$ cat config.mk
export PLATFORM = sky130hd
export DESIGN_NAME = jt12_kon_latch
export DESIGN_NICKNAME = d
export VERILOG_FILES = /design/src/rtl/jt12_kon_latch.sv
export SDC_FILE = /design/constraint.sdc
export NUM_CORES = 1
export LEC_CHECK = 0
export ABC_AREA = 1
export BUFFER_PORTS_ARGS = -buffer_cell sky130_fd_sc_hd__buf_4
export CAP_MARGIN = 20
export CORE_ASPECT_RATIO = 0.7
export CORE_MARGIN = 2
export CORE_UTILIZATION = 55
export CTS_CLUSTER_DIAMETER = 100
export DETAILED_ROUTE_END_ITERATION = 16
export PLACE_DENSITY = 0.84
export SYNTH_ARGS = -nofsm -noshare
export SYNTH_HDL_FRONTEND = slang
export SYNTH_SLANG_ARGS = --single-unit
$ cat constraint.sdc
create_clock -name clk -period 2.9 [get_ports clk]
set_input_delay 0.145 -clock clk [delete_from_list [all_inputs] [get_ports clk]]
set_output_delay 0.145 -clock clk [all_outputs]
set_load 0.05 [all_outputs]
$ cat src/rtl/jt12_kon_latch.sv
// Host-side latch for the key-on (0x28) and mode (0x27) registers of the FM core.
// A key-on write raises up_keyon for exactly `hold` clk_en pulses (one operator round).
module jt12_kon_latch #(
  parameter int unsigned num_ch = 6,
  parameter int unsigned hold   = 24
) (
  input  logic       rst,
  input  logic       clk,
  input  logic       clk_en,
  input  logic       cpu_wr,
  input  logic [1:0] cpu_addr,
  input  logic [7:0] cpu_din,
  output logic [3:0] keyon_op,
  output logic [2:0] keyon_ch,
  output logic       up_keyon,
  output logic       csm,
  output logic       busy
);

  localparam int unsigned cnt_w = $clog2(hold + 1);
  localparam logic [cnt_w-1:0] hold_val = cnt_w'(hold);
  localparam logic [cnt_w-1:0] cnt_one  = cnt_w'(1);

  logic [7:0]       sel_reg_q, sel_reg_d;
  logic             sel_part_q, sel_part_d;
  logic [cnt_w-1:0] cnt_q, cnt_d;
  logic [3:0]       op_q, op_d;
  logic [2:0]       ch_q, ch_d;
  logic             up_q, up_d;
  logic             csm_q, csm_d;

  logic addr_wr, data_wr, part1_wr, code_ok, kon_wr, mode_wr;

  assign addr_wr  = cpu_wr & ~cpu_addr[0];
  // Data writes only land in the part that was last addressed.
  assign data_wr  = cpu_wr & cpu_addr[0] & (cpu_addr[1] == sel_part_q);
  assign part1_wr = data_wr & ~sel_part_q;

  // Channel codes 3 and 7 never exist; 3-channel parts also lack the upper bank.
  always_comb begin
    code_ok = 1'b0;
    if (num_ch == 3) begin
      code_ok = (cpu_din[2:0] < 3'd3);
    end else begin
      code_ok = (cpu_din[1:0] != 2'b11);
    end
  end

  assign kon_wr  = part1_wr & (sel_reg_q == 8'h28) & code_ok;
  assign mode_wr = part1_wr & (sel_reg_q == 8'h27);

  always_comb begin
    sel_reg_d  = sel_reg_q;
    sel_part_d = sel_part_q;
    op_d       = op_q;
    ch_d       = ch_q;
    up_d       = up_q;
    cnt_d      = cnt_q;
    csm_d      = csm_q;

    if (addr_wr) begin
      sel_reg_d  = cpu_din;
      sel_part_d = cpu_addr[1];
    end

    if (mode_wr) begin
      csm_d = (cpu_din[7:6] == 2'b10);
    end

    // A fresh key-on reloads the round; the write cycle's clk_en is not counted.
    if (kon_wr) begin
      op_d  = cpu_din[7:4];
      ch_d  = cpu_din[2:0];
      up_d  = 1'b1;
      cnt_d = hold_val;
    end else if (up_q && clk_en) begin
      cnt_d = cnt_q - cnt_one;
      if (cnt_q == cnt_one) begin
        up_d = 1'b0;
      end
    end
  end

  always_ff @(posedge clk or posedge rst) begin
    if (rst) begin
      sel_reg_q  <= 8'h00;
      sel_part_q <= 1'b0;
      op_q       <= 4'h0;
      ch_q       <= 3'd0;
      up_q       <= 1'b0;
      cnt_q      <= '0;
      csm_q      <= 1'b0;
    end else begin
      sel_reg_q  <= sel_reg_d;
      sel_part_q <= sel_part_d;
      op_q       <= op_d;
      ch_q       <= ch_d;
      up_q       <= up_d;
      cnt_q      <= cnt_d;
      csm_q      <= csm_d;
    end
  end

  assign keyon_op = op_q;
  assign keyon_ch = ch_q;
  assign up_keyon = up_q;
  assign busy     = up_q;
  assign csm      = csm_q;

endmodule
==> results.cfg, run 1 <==
[status]
status = finished, violations left
violations = negative hold slack

[cts]
h-tree-depth = 1
path_clk_slew_ns = 0.12
holdBufCountCts = 0
clk_path_buf_depth = 2
post_cts_buffers = 0
cts_root_buf = clkbuf_4
cts_buffers = 3
cts.sinks = 23
clkLatencyLatePin_ns = 0.31
cts_tree = built
ctsResizeCount = 0

[routing]
drt_pass1_iterations = 4
vias = 826
viasPerCell = 4.976
finalWirelength_mm = 2.148
ant_nets = 0
drc = 0
routedWlPerCell_um = 12.94
drt_iter0_drc = 10

[layout]
antenna_cells = 0
drive_above_1_share = 0.2639
nets = 161
utilization = 0.6903
synthToLayoutAreaGrowth_pct = 18.82
multi_input_area_um2 = 421.7
seq_area_um2 = 575.6
fillers = 151

[placed_design]
dpl.hpwl_mm = 1.656
portBuffers = 23
gp_congestion = 0.8773

[global_routing]
grt_pass1_wl_mm = 3.374
grt_use_total = 0.2084
antenna_found_initial = 0
grt_max_degree = 24
overflow = 0
grt_pass1_vias = 741

[timing]
post-route-period-util = 0.4540
whs_ns = -0.0009577
fin_skew_ns = 0.005752
worst_slew_pin_slew_ns = 0.8501
fmax_mhz = 759.5
relSlewSlack = 0.4327
final_max_slew_viol_count = 0
setup_viol_count_final = 0
setup_tns_ns = 0
period_minus_slack_ns = 1.317
hold_viol = 12
grt_setup_unrepaired = false

[die]
dieArea_mm2 = 0.002334
io_pins = 24
fp.dieH_um = 41.03
die_w_um = 56.90
initial_core_util = 0.5810
core.rowCount = 13
core_mm2 = 0.001854

[yosys]
synth_cell_types = 19
synth.yosys.seq_area_share = 0.5343
synth_area_mm2 = 0.001077
synth.avg_cell_area_um2 = 8.977
synth_seq_cells = 23
syn_inst = 120
yosysWarnings = 0
syn-num-nets = 136
synthAdderAreaFrac = 0.02323
synth_compound_area_frac = 0.01858
synth_top_family_by_area = simple AND/OR/NAND/NOR gates
synth_xor_area_frac = 0.01626
yosys.area_share.simple = 0.2706
synth_mux_area_frac = 0.06272

[pwr]
p_leak_nw = 0.7154
ir_worst_vdd_v = 0.0004221
p_per_area_mw_per_mm2 = 616.6

[job]
max_cap_violations = 0

[worst_setup_path]
cp.required_ns = 3.10
path_max_fanout = 11
crit_path_start_kind = flop
arrival_ns = 1.52
end_kind = flop
path_class = flop to flop

[worst_hold_path]
hold_class = input pin to async pin
logic make-up (layout without fill, tap and decap cells):
kind of cell               count (synthesis)  in the layout
DFF                                       23             23
and+or+nand+nor                           65             65
AOI/OAI and AO/OA                          4              4
xor gates and xnor gates                   2              2
adders and majority gates                  2              2
muxes                                      6              6
buffers and inverters                     18             42
power breakdown:
| part | leakage, nW | switching [mW] | total, mW | internal, mW |
|---|---|---|---|---|
| clock network | 0.0150 | 0.0906 | 0.144 | 0.0538 |
| registers | 0.293 | 0.0456 | 0.424 | 0.378 |
| logic | 0.408 | 0.135 | 0.221 | 0.0867 |
worst paths after layout:
kind                       slack [ns]        from  depth (start not counted)            to
max                              1.58  sel_part_q                          6      cnt_q[0]
min                            -0.001         rst                          2      cnt_q[4]
max reg2reg                      1.58  sel_part_q                          6      cnt_q[0]
min reg2reg                      0.48         csm                          2           csm
max in group asynchronous        2.38         rst                          2  sel_reg_q[4]
min in group clk                 0.07  cpu_din[4]                          2  sel_reg_q[4]
sequential cells by signal (all words and copies together) (netlist names):
name and cells:
sel_reg_q 8, keyon_op 4, sel_part_q 1, keyon_ch 3
busy 1, csm 1, cnt_q 5
cells in the mapped netlist, drive strengths merged:
library cell	count	share of area
a21oi	2	0.0093
nand2	34	0.13
xnor2	1	0.0081
mux2	6	0.063
nor2	17	0.078
nand3	12	0.056
ha	2	0.023
inv	15	0.052
xor2	1	0.0081
o21ai	2	0.0093
dfrtp	23	0.53
nand4	2	0.012
buf	3	0.022
metal layers:
layer | wire [µm] | track usage | up-vias
li1 | - | - | 423
met1 | 956 | 0.2505 | 376
met2 | 1036 | 0.3563 | 23
met3 | 126 | 0.07886 | 4
met4 | 27 | 0.07558 | 0
met5 | 0 | 0 | -
critical path, stage by stage, from the launching register on:
cell,delay (ns)
dfrtp_1,0.42
nor2_2,0.11
nand2_1,0.08
nor2_4,0.27
nand2_4,0.15
inv_1,0.13
nor2_1,0.06
final cells by class:
cell class / instances / area share
clock buffers: 4 / 0.02053
inverters: 15 / 0.04399
multi-input cells: 79 / 0.3294
flip-flops and latches: 23 / 0.4497
well taps: 22 / 0.02151
repair buffers: 23 / 0.1349
through the flow:
| step | area (µm²) | cells | total power [mW] | setup slack (ns) | hold WS (ns) |
|---|---|---|---|---|---|
| 2_1_floorplan | 1077 | 120 | 0.5815 | 1.556 | 0.1469 |
| 3_3_place_gp | 1254 | 162 | 0.6335 | 1.646 | 0.3757 |
| 3_5_place_dp | 1254 | 162 | 0.6532 | 1.600 | 0.3648 |
| 4_1_cts | 1280 | 166 | 0.7954 | 1.581 | 0.01529 |
| 5_1_grt | 1280 | 166 | 0.8475 | 1.479 | 0.04380 |
| 6_report | 1280 | 166 | 0.7893 | 1.583 | -0.0009577 |
layout by cell type, fill, tap and decap left out:
cell      synthesis  routed
dfrtp_1          23      23
nand4_1           2       2
inv_1            14      14
nor2_2            2       2
nor2_1           13      13
xnor2_1           1       1
mux2_2            6       6
nand2_4           1       1
o21ai_0           2       2
clkbuf_1          0       1
buf_4             1      23
nor2_4            2       2
a21oi_1           2       2
xor2_1            1       1
ha_1              2       2
nand3_1          12      12
inv_2             1       1
clkbuf_4          0       3
nand2_1          33      33
Note: power is estimated with default switching activity, not from simulation.
==> run 2, diff against run 1 <==
Settings changed: CORE_UTILIZATION 55 to 47, PLACE_DENSITY 0.84 to 0.77.
Clock period 2.9 ns to 1.15 ns, I/O delays scaled along.
==> results.cfg, run 2 (synthesis results as in run 1) <==
[timing]
fin_skew_ns = 0.006968
final_max_slew_viol_count = 0
post-route-period-util = 0.9949
period_minus_slack_ns = 1.144
hold_viol = 0
worst_slew_pin_slew_ns = 0.4160
setup_viol_count_final = 0
fmax_mhz = 874.0
relSlewSlack = 0.7220
whs_ns = 0.01263
grt_setup_unrepaired = true

[worst_hold_path]
min_from = cpu_addr[1]
worstHoldEndpoint = sel_part_q
whs_path_depth = 2
hold_class = input pin to flop

[cts]
cts_buffers = 3
path_clk_slew_ns = 0.11
cts_root_buf = clkbuf_4
clkLatencyLatePin_ns = 0.31
cts.sinks = 23
h-tree-depth = 1
cts_tree = built
clk_path_buf_depth = 2

[die]
initial_core_util = 0.5000
core.rowCount = 14
fp.dieH_um = 44.06
core_mm2 = 0.002155
die_w_um = 61.22
io_pins = 24
dieArea_mm2 = 0.002697

[pwr]
intPower_mw = 1.363
p_seq_frac = 0.514
netSwitchingPower_uw = 708.2
p_leak_nw = 0.7791
p_clk_frac = 0.174
p_per_area_mw_per_mm2 = 1439
comb_power_share = 0.312
switching_share = 0.3419
ir_worst_vdd_v = 0.0006670

[layout]
largest_reg_flops = 8
multi_input_area_um2 = 431.7
antenna_cells = 0
final_cell_area_mm2 = 0.001439
finalNonFillerCells = 191
nets = 176
fillers = 173
top_register = sel_reg_q
synthToLayoutAreaGrowth_pct = 33.57
drive_above_1_share = 0.3145
seq_area_um2 = 576.8
layout_common_cells = 32 x nand2_1, 29 x buf_4, 22 x dfrtp_1
final_common_cell = nand2_1

[worst_setup_path]
cp.required_ns = 1.35
regToRegEndpoint = cnt_q[0]
r2r_cells = 6
path_max_fanout = 11
reg2reg_slack_ns = 0.006
arrival_ns = 1.35
crit_path_start_kind = flop
end_kind = flop
reg2reg_from = sel_part_q
path_class = flop to flop

[status]
status = complete, no violations

[routing]
finalWirelength_mm = 2.233
viasPerCell = 4.723
drc = 0
routedWlPerCell_um = 11.69
ant_nets = 0
vias = 902
drt_iter0_drc = 32
drt_pass1_iterations = 4

[global_routing]
overflow = 0
grt_pass1_vias = 897
grt_use_total = 0.1940
antenna_found_initial = 0
grt_pass1_wl_mm = 3.767
grt_max_degree = 24

[placed_design]
gp_congestion = 0.8587
portBuffers = 23
dp.cells = 178
place_area_mm2 = 0.001315
dpl.hpwl_mm = 1.591

[job]
max_cap_violations = 0
-- run 2: cell count changes in the layout (fill, tap and decap cells not counted), sizes merged --
cell and change:
dlygate4sd3 +9, buf +6
-- run 2: cell type report --
type | count | share of cell area
Clock buffer | 4 | 0.01826
Inverter | 15 | 0.03913
Multi-Input combinational cell | 79 | 0.3000
Sequential cell | 23 | 0.4009
Tap cell | 32 | 0.02783
Timing Repair Buffer | 38 | 0.2139
-- run 2: worst max path at each step --
stage            startpoint     endpoint  slack [ns]  depth (start not counted)
6_report         sel_part_q     cnt_q[0]       0.006                          6
5_1_grt          sel_part_q     cnt_q[0]       -0.11                          6
4_1_cts            cnt_q[0]     cnt_q[4]       0.004                          7
3_5_place_dp     sel_part_q     cnt_q[0]       -0.02                          6
3_3_place_gp   sel_reg_q[7]     cnt_q[0]       0.008                          6
2_1_floorplan  sel_reg_q[7]  keyon_ch[0]       0.005                          7
-- run 2: layer usage --
metal / vias to the layer above / routed length, µm / share of wire / global-route usage
met2: 25 / 1024 / 0.46 / 0.3021
met1: 421 / 1051 / 0.47 / 0.2548
met4: 0 / 68 / 0.030 / 0.08261
li1: 450 / - / - / -
met5: - / 0 / 0 / 0
met3: 6 / 88 / 0.039 / 0.05556
-- run 2: power groups by stage --
stage / logic [mW] / registers (mW) / clock network, mW
floorplan: 0.349 / 1.12 / 0
global placement: 0.575 / 1.06 / 0
detailed placement: 0.609 / 1.07 / 0
CTS: 0.634 / 1.06 / 0.383
global route: 0.732 / 1.09 / 0.408
finish: 0.647 / 1.06 / 0.361
-- run 2: through the flow --
stage	setup TNS, ns	setup slack, ns	util	power, mW
after floorplan	0	0.004610	-	1.472
after global placement	0	0.007933	0.6103	1.637
after detailed placement	-0.06584	-0.02466	0.6103	1.680
after CTS	0	0.003928	0.6643	2.074
after global routing	-1.062	-0.1096	0.6678	2.226
final	0	0.005898	0.6678	2.071
-- run 2: critical path, stage by stage, from the launching register on --
cell	delay [ns]
dfrtp_1	0.42
nor2_2	0.13
nand2_2	0.07
nor2_4	0.16
nand2_4	0.12
inv_2	0.10
nor2_1	0.04
-- run 2: what timing repair did --
item	in CTS	in global routing
hold endpoints to repair	35	0
setup endpoints to repair	3	12
gates resized for setup	1	4
pin swaps	1	3
hold buffers	9	0
buffers inserted	0	0
